[src/rtl/board_renderer_if.sv]
// Signal bundle between the board renderer, the board RAM read port and the VGA plot interface.
// The renderer takes the slave side. The controller, RAM and VGA side takes the master side.
interface board_renderer_if;
  logic       start;
  logic [2:0] cursor_x;
  logic [2:0] cursor_y;
  logic       cursor_en;
  logic [2:0] mem_x;
  logic [2:0] mem_y;
  logic [3:0] mem_data;
  logic [7:0] vga_x;
  logic [6:0] vga_y;
  logic [2:0] vga_colour;
  logic       plot;
  logic       busy;
  logic       render_complete;

  modport master (
    output start, cursor_x, cursor_y, cursor_en, mem_data,
    input  mem_x, mem_y, vga_x, vga_y, vga_colour, plot, busy, render_complete
  );

  modport slave (
    input  start, cursor_x, cursor_y, cursor_en, mem_data,
    output mem_x, mem_y, vga_x, vga_y, vga_colour, plot, busy, render_complete
  );
endinterface

[src/rtl/board_renderer.sv]
// Walks the 8x8 board RAM and draws each square as an 8x8 tile on the VGA plot interface.
// Each tile gets a square colour, a piece glyph and an optional cursor border.
module board_renderer #(
  parameter logic [7:0] X_OFFSET      = 8'd48,
  parameter logic [6:0] Y_OFFSET      = 7'd28,
  parameter logic [2:0] LIGHT_COLOUR  = 3'b010,
  parameter logic [2:0] DARK_COLOUR   = 3'b001,
  parameter logic [2:0] CURSOR_COLOUR = 3'b110
) (
  input  logic             clk,
  input  logic             reset,
  board_renderer_if.slave  bus
);

  localparam logic [2:0] BLACK_GLYPH = 3'b100;
  localparam logic [2:0] WHITE_GLYPH = 3'b111;

  typedef enum logic [2:0] {
    S_IDLE,
    S_READ,
    S_WAIT,
    S_DRAW,
    S_NEXT,
    S_DONE
  } state_t;

  state_t     r_state;
  logic [2:0] r_sq_x;
  logic [2:0] r_sq_y;
  logic [2:0] r_px;
  logic [2:0] r_py;
  logic [3:0] r_piece;
  logic       r_plot;
  logic       r_busy;
  logic       r_done;

  logic [5:0] w_pix_idx;
  logic       w_pix_last;
  logic       w_draw;
  logic       w_border;
  logic       w_cursor_hit;
  logic       w_glyph_area;
  logic       w_glyph_hit;
  logic [2:0] w_glyph_colour;
  logic [2:0] w_square_colour;
  logic [2:0] w_pixel_colour;

  assign w_pix_idx  = {r_py, r_px};
  assign w_pix_last = &w_pix_idx;

  // Address stays on the current square from S_NEXT onwards, so the RAM sees it in S_READ.
  always_ff @(posedge clk or negedge reset) begin
    if (!reset) begin
      r_state <= S_IDLE;
      r_sq_x  <= 3'd0;
      r_sq_y  <= 3'd0;
      r_px    <= 3'd0;
      r_py    <= 3'd0;
      r_piece <= 4'd0;
      r_plot  <= 1'b0;
      r_busy  <= 1'b0;
      r_done  <= 1'b0;
    end else begin
      case (r_state)
        S_IDLE: begin
          if (bus.start) begin
            r_state <= S_READ;
            r_busy  <= 1'b1;
          end
        end

        S_READ: begin
          r_state <= S_WAIT;
        end

        S_WAIT: begin
          r_piece <= bus.mem_data;
          r_plot  <= 1'b1;
          r_state <= S_DRAW;
        end

        S_DRAW: begin
          {r_py, r_px} <= w_pix_idx + 6'd1;
          if (w_pix_last) begin
            r_plot  <= 1'b0;
            r_state <= S_NEXT;
          end
        end

        S_NEXT: begin
          if (r_sq_x == 3'd7 && r_sq_y == 3'd7) begin
            r_sq_x  <= 3'd0;
            r_sq_y  <= 3'd0;
            r_done  <= 1'b1;
            r_state <= S_DONE;
          end else begin
            if (r_sq_x == 3'd7) begin
              r_sq_x <= 3'd0;
              r_sq_y <= r_sq_y + 3'd1;
            end else begin
              r_sq_x <= r_sq_x + 3'd1;
            end
            r_state <= S_READ;
          end
        end

        S_DONE: begin
          r_done  <= 1'b0;
          r_busy  <= 1'b0;
          r_state <= S_IDLE;
        end

        default: begin
          r_state <= S_IDLE;
          r_plot  <= 1'b0;
          r_busy  <= 1'b0;
          r_done  <= 1'b0;
        end
      endcase
    end
  end

  assign w_draw = (r_state == S_DRAW);

  // Cursor inputs are used live, so a moved cursor only affects tiles not yet drawn.
  assign w_border     = (r_px == 3'd0) || (r_px == 3'd7) || (r_py == 3'd0) || (r_py == 3'd7);
  assign w_cursor_hit = bus.cursor_en && (r_sq_x == bus.cursor_x) &&
                        (r_sq_y == bus.cursor_y) && w_border;

  // Codes 0 and 13..15 are not pieces and fall through to the plain square colour.
  assign w_glyph_area   = (r_px >= 3'd2) && (r_px <= 3'd5) && (r_py >= 3'd2) && (r_py <= 3'd5);
  assign w_glyph_hit    = (r_piece >= 4'd1) && (r_piece <= 4'd12) && w_glyph_area;
  assign w_glyph_colour = (r_piece <= 4'd6) ? BLACK_GLYPH : WHITE_GLYPH;

  assign w_square_colour = (r_sq_x[0] ^ r_sq_y[0]) ? DARK_COLOUR : LIGHT_COLOUR;

  always_comb begin
    w_pixel_colour = w_square_colour;
    if (w_cursor_hit) begin
      w_pixel_colour = CURSOR_COLOUR;
    end else if (w_glyph_hit) begin
      w_pixel_colour = w_glyph_colour;
    end
  end

  assign bus.mem_x           = r_sq_x;
  assign bus.mem_y           = r_sq_y;
  assign bus.vga_x           = w_draw ? (X_OFFSET + {2'b00, r_sq_x, r_px}) : 8'd0;
  assign bus.vga_y           = w_draw ? (Y_OFFSET + {1'b0, r_sq_y, r_py}) : 7'd0;
  assign bus.vga_colour      = w_draw ? w_pixel_colour : 3'd0;
  assign bus.plot            = r_plot;
  assign bus.busy            = r_busy;
  assign bus.render_complete = r_done;

endmodule
[src/flat_wrapper.sv]
// flat-port wrapper written by rule: the top's interface ports become plain ports
module board_renderer_flat 
#(
  parameter logic [7:0] X_OFFSET      = 8'd48,
  parameter logic [6:0] Y_OFFSET      = 7'd28,
  parameter logic [2:0] LIGHT_COLOUR  = 3'b010,
  parameter logic [2:0] DARK_COLOUR   = 3'b001,
  parameter logic [2:0] CURSOR_COLOUR = 3'b110
)
  (clk, reset, bus_start, bus_cursor_x, bus_cursor_y, bus_cursor_en, bus_mem_data, bus_mem_x, bus_mem_y, bus_vga_x, bus_vga_y, bus_vga_colour, bus_plot, bus_busy, bus_render_complete);
  board_renderer_if bus_i ();
  input  logic clk;
  input  logic reset;
  input wire logic [$bits(bus_i.start)-1:0] bus_start;
  input wire logic [$bits(bus_i.cursor_x)-1:0] bus_cursor_x;
  input wire logic [$bits(bus_i.cursor_y)-1:0] bus_cursor_y;
  input wire logic [$bits(bus_i.cursor_en)-1:0] bus_cursor_en;
  input wire logic [$bits(bus_i.mem_data)-1:0] bus_mem_data;
  output wire logic [$bits(bus_i.mem_x)-1:0] bus_mem_x;
  output wire logic [$bits(bus_i.mem_y)-1:0] bus_mem_y;
  output wire logic [$bits(bus_i.vga_x)-1:0] bus_vga_x;
  output wire logic [$bits(bus_i.vga_y)-1:0] bus_vga_y;
  output wire logic [$bits(bus_i.vga_colour)-1:0] bus_vga_colour;
  output wire logic [$bits(bus_i.plot)-1:0] bus_plot;
  output wire logic [$bits(bus_i.busy)-1:0] bus_busy;
  output wire logic [$bits(bus_i.render_complete)-1:0] bus_render_complete;
  assign bus_i.start = bus_start;
  assign bus_i.cursor_x = bus_cursor_x;
  assign bus_i.cursor_y = bus_cursor_y;
  assign bus_i.cursor_en = bus_cursor_en;
  assign bus_i.mem_data = bus_mem_data;
  assign bus_mem_x = bus_i.mem_x;
  assign bus_mem_y = bus_i.mem_y;
  assign bus_vga_x = bus_i.vga_x;
  assign bus_vga_y = bus_i.vga_y;
  assign bus_vga_colour = bus_i.vga_colour;
  assign bus_plot = bus_i.plot;
  assign bus_busy = bus_i.busy;
  assign bus_render_complete = bus_i.render_complete;
  board_renderer #(.X_OFFSET(X_OFFSET), .Y_OFFSET(Y_OFFSET), .LIGHT_COLOUR(LIGHT_COLOUR), .DARK_COLOUR(DARK_COLOUR), .CURSOR_COLOUR(CURSOR_COLOUR)) u_core (.clk(clk), .reset(reset), .bus(bus_i));
endmodule
[config.mk]
export PLATFORM = sky130hd
export DESIGN_NAME = board_renderer_flat
export DESIGN_NICKNAME = d
export VERILOG_FILES = /design/src/rtl/board_renderer_if.sv /design/src/rtl/board_renderer.sv /design/src/flat_wrapper.sv
export SDC_FILE = /design/constraint.sdc
export NUM_CORES = 1
export LEC_CHECK = 0
export CAP_MARGIN = 20
export CORE_MARGIN = 3
export CORE_UTILIZATION = 56
export DETAILED_ROUTE_END_ITERATION = 10
export DONT_BUFFER_PORTS = 1
export GPL_TIMING_DRIVEN = 0
export PLACE_DENSITY = 0.74
export SLEW_MARGIN = 5
export SYNTH_ARGS = -nofsm -noshare
export SYNTH_HDL_FRONTEND = slang
export SYNTH_SLANG_ARGS = --single-unit
[constraint.sdc]
create_clock -name clk -period 1.4 [get_ports clk]
set_input_delay 0 -clock clk [delete_from_list [all_inputs] [get_ports clk]]
set_output_delay 0 -clock clk [all_outputs]
set_load 0.05 [all_outputs]
==> results.txt <==
- The flow ran to the end, but the final reports show violations.
- The checks that failed: setup timing.
- R2r startpoint: u_core.r_state[2]
- Final instance area: 2190 µm²
- Sequential elements use 38.5% of the synthesized area.
* Total placed cells including tap cells: 181
- Leaving out fill and tap cells, the most frequent cells in the layout are sky130_fd_sc_hd__buf_4, sky130_fd_sc_hd__dfrtp_1, sky130_fd_sc_hd__xnor2_1, sky130_fd_sc_hd__buf_6.
- Required time at the endpoint of the critical path: between 1 and 1.5 ns
- Syn Inst Count: 153
- Counting the fill cells in the layout gives slightly below 70.
- Skew final: between 0.01 and 0.015 ns
- Prevailing post-synth register cell: sky130_fd_sc_hd__dfrtp_1
- Clock-pin slew was measured on the worst setup and hold paths at roughly 0.13 ns.
- Most frequent standard cell in the layout excluding fill and tap cells: sky130_fd_sc_hd__buf_4
* Clock tree from TritonCTS: built
- Global-route wire length before repair: 6120 µm
- In the finished design, the share of the clock period the worst path needs comes to 163%.
* DRC: 0
- The total area inside the core boundary comes to between 2000 and 2500 µm².
* Data arrival time of the critical path: between 2 and 2.5 ns
- In this run the clock root is driven by a sky130_fd_sc_hd__clkbuf_4.
* Adder-Cell Fraction of Synth Area: between 10 and 15%
- Number of primary I/O pins: 41
* Initial antenna violation count: 0
- The repair_antennas step left the layout with diodes totalling 0.
- Max Transition Viols Final: 0
- Compound-Gate Fraction of Synth Area: approximately an eighth
* Vias in the first global route: about 1.3k
- Multiplexer share of the synthesized area: ~4.7%
* Final hold violation count: 0
- Number of nets in the synthesized netlist: 180
* Total Routed Length: about 5200 µm
- Measured along the x axis, the die boundary spans 56.5 µm.
* Post-layout nets: 213
- Global routing used around 24% of the available tracks across all layers.
- Synth-to-layout area growth: 53.0%
- Fmax: 438 MHz
- The HPWL after detailed placement is 2290 µm.
- Synthesis inferred 22 register bits.
- The largest single stage delay on the critical path is 0.62 ns.
* Total vias in the final route: 1388
* Share of layout cells above drive strength 1: between 50% and 60%
* Maximum number of buffers from clock root to sink: 2
- Number of nets still failing antenna checks after routing: 0
- Traced cell by cell, the critical path runs through xnor2_2, nand2_1, or4_4, a31oi_4.
- Summed over all failing endpoints, the final setup total negative slack is -10.66 ns.
- After detailed placement, the total cell area comes to ~1600 µm².
- Yosys mapped a number of flops with a built-in enable equal to 0.
- The floorplan step set the die height to between 50 and 60 µm.
- Total congestion overflow after global routing: 0
* Total standard cell area after synthesis: between 1000 and 1500 µm²
* Leakage: about 0.93 nW
* Sequential cell area: ~570 µm²
- In this run the worst setup path begins at u_core.bus.mem_x[1].
- Ys Warns: 0
* CP max FO: 6
* Power per cell area: 471 nW/µm²
- Across the run, the number of max-cap violations was 0.
- TritonCTS created 3 clock buffers.
- The later pin in the worst-skew pair is clocked with a latency of 0.32 ns.
- In the routed layout, each cell is associated on average with a via count of around 6.5.
* Slowest cell on crit path: sky130_fd_sc_hd__dfrtp_4
- The smallest clock period supported by the final layout is computed as 2.28 ns.
- Worst IR Drop VDD: about 0.00071 V
- After Yosys synthesis, and, or, nand and nor cells account for between 10% and 20% of the synthesized area.
- Main combinational cell family by area after synthesis: simple AND/OR/NAND/NOR gates
- In this run, the number of DRC markers left after iteration 0 of detailed routing was between 60 and 70.
- CTS built an H-tree with a depth of 1.
- Unrepaired setup endpoints after global routing: yes
* Share of synthesized registers carrying an async set or reset: 100%
- Share of the synthesized netlist area taken by xor and xnor gates: slightly below 10%
* Die footprint: around 3200 µm²
- The tightest min-delay check is of the in2async type.
- Average cell area after synthesis: ~9.3 µm²
* Final routed wire length divided by cell count: between 20 and 25 µm
- Gpl congestion: a little under 0.8
- Worst rel slew slack: a little over 30%
- Multi-input gate area in the final layout: 1160 µm²
- The worst setup path is captured at a primary output.
* Setup-violating endpoint count in the final report: 33
* Row count: 17
- Once the floorplan was initialized, standard cells occupied slightly above 60% of the core.
* Worst Slack Setup Final: -0.885 ns
- Element type at the critical path start: flop
- The worst setup path is of the reg2out kind.
* Pin slew with the least headroom to its limit: 1.03 ns
* Maximum number of pins on one net before global-route repair: 23
- Number of optimization iterations in the first detailed-route pass: 4
- Synthesis instantiated 39 different standard cells from the library.
- In this run the tool buffered the top-level ports with 0 buffer cells.
* Clock net sink count: 22
* Number of standard cells in the final layout excluding fillers: ~210
- Cells fill a little over nine tenths of the core in the end.
## worst max-delay path, delay by kind of cell (launching register included)
family,cells,cell delay [ns]
AND/OR/NAND/NOR,2,0.70
flip-flops,1,0.62
AO/OA/AOI/OAI,1,0.43
XOR/XNOR,1,0.21
## metal layers
| layer | vias to the layer above | track usage [%] | wire length, µm |
|---|---|---|---|
| li1 | 585 | - | - |
| met1 | 693 | 29.4 | 1900 |
| met2 | 92 | 41.9 | 2740 |
| met3 | 18 | 6.67 | 385 |
| met4 | 0 | 7.46 | 183 |
| met5 | - | 0 | 0 |
## layout make-up
cell class	count	share of cell area, %
multi-input cells	114	53.1
flip-flops and latches	22	26.2
repair buffers	29	12.8
plain buffers	5	2.86
inverters	11	2.34
well taps	28	1.60
clock buffers	4	1.20
## registers in the layout, summed over array words and instances (netlist names)
register / flops
u_core.bus.busy: 1
u_core.bus.mem_x: 3
u_core.bus.mem_y: 3
u_core.bus.plot: 1
u_core.bus.render_complete: 1
u_core.r_piece: 4
u_core.r_px: 3
u_core.r_py: 3
u_core.r_state: 3
## cells in the mapped netlist (2+ instances only)
| library cell | number | area [µm²] |
|---|---|---|
| sky130_fd_sc_hd__buf_2 | 2 | 10.0 |
| sky130_fd_sc_hd__xor2_1 | 2 | 17.5 |
| sky130_fd_sc_hd__mux2_2 | 5 | 56.3 |
| sky130_fd_sc_hd__inv_1 | 11 | 41.3 |
| sky130_fd_sc_hd__a21o_1 | 4 | 30.0 |
| sky130_fd_sc_hd__nor3b_1 | 2 | 15.0 |
| sky130_fd_sc_hd__ha_1 | 13 | 163 |
| sky130_fd_sc_hd__and2_1 | 4 | 25.0 |
| sky130_fd_sc_hd__nand2_1 | 15 | 56.3 |
| sky130_fd_sc_hd__nand4_1 | 2 | 12.5 |
| sky130_fd_sc_hd__dfrtp_1 | 22 | 551 |
| sky130_fd_sc_hd__nor3_1 | 3 | 15.0 |
| sky130_fd_sc_hd__xnor2_1 | 14 | 123 |
| sky130_fd_sc_hd__clkbuf_1 | 3 | 11.3 |
| sky130_fd_sc_hd__nor2_1 | 12 | 45.0 |
| sky130_fd_sc_hd__or2_2 | 2 | 12.5 |
| sky130_fd_sc_hd__a21oi_1 | 5 | 25.0 |
| sky130_fd_sc_hd__o21ai_0 | 9 | 45.0 |
| sky130_fd_sc_hd__nand3_1 | 3 | 15.0 |
## where the power goes
part | internal [mW] | switching (mW) | total (mW)
Clock | 0.112 | 0.202 | 0.314
Sequential | 0.641 | 0.00617 | 0.647
Combinational | 0.0312 | 0.0384 | 0.0696
Total | 0.784 | 0.247 | 1.03
## through the flow
step / total power [mW] / worst slack (ns) / hold slack (ns)
detailed placement: 0.691 / -0.486 / -0.295
global placement: 0.689 / -0.459 / -0.295
floorplan: 0.685 / -0.366 / -0.296
global route: 1.06 / -0.938 / 0.342
CTS: 1.01 / -0.777 / 0.310
finish: 1.03 / -0.885 / 0.290
## kinds of logic after synthesis
| group | count (synthesis) |
|---|---|
| other | 1 |
| muxes | 6 |
| and+or+nand+nor | 51 |
| buffers and inverters | 17 |
| xor gates and xnor gates | 16 |
| adders and majority gates | 13 |
| DFF | 22 |
| AOI/OAI and AO/OA | 27 |
## path summary, 6_finish.rpt
| check | end | slack [ns] | depth (start not counted) |
|---|---|---|---|
| worst max-delay path | bus_vga_colour[1] | -0.88 | 4 |
| worst min-delay path | u_core.r_state[2] | 0.29 | 1 |
| worst max register to register | u_core.r_py[0] | -0.51 | 6 |
| worst min register to register | u_core.r_piece[1] | 0.59 | 1 |
| max in group asynchronous | u_core.bus.mem_y[1] | 0.38 | 1 |
| min in group clk | u_core.r_piece[1] | 0.37 | 2 |
## repair_timing
| action | 4_1_cts | 5_1_grt |
|---|---|---|
| endpoints found under the setup margin | 34 | 35 |
| setup buffers | 13 | 12 |
| resized for setup | 29 | 52 |
| hold buffers | 6 | 0 |
| cloned | 1 | 0 |
| pin swaps | 8 | 14 |
| hold endpoints to repair | 28 | 0 |
Power figures use the tool's default switching activity.
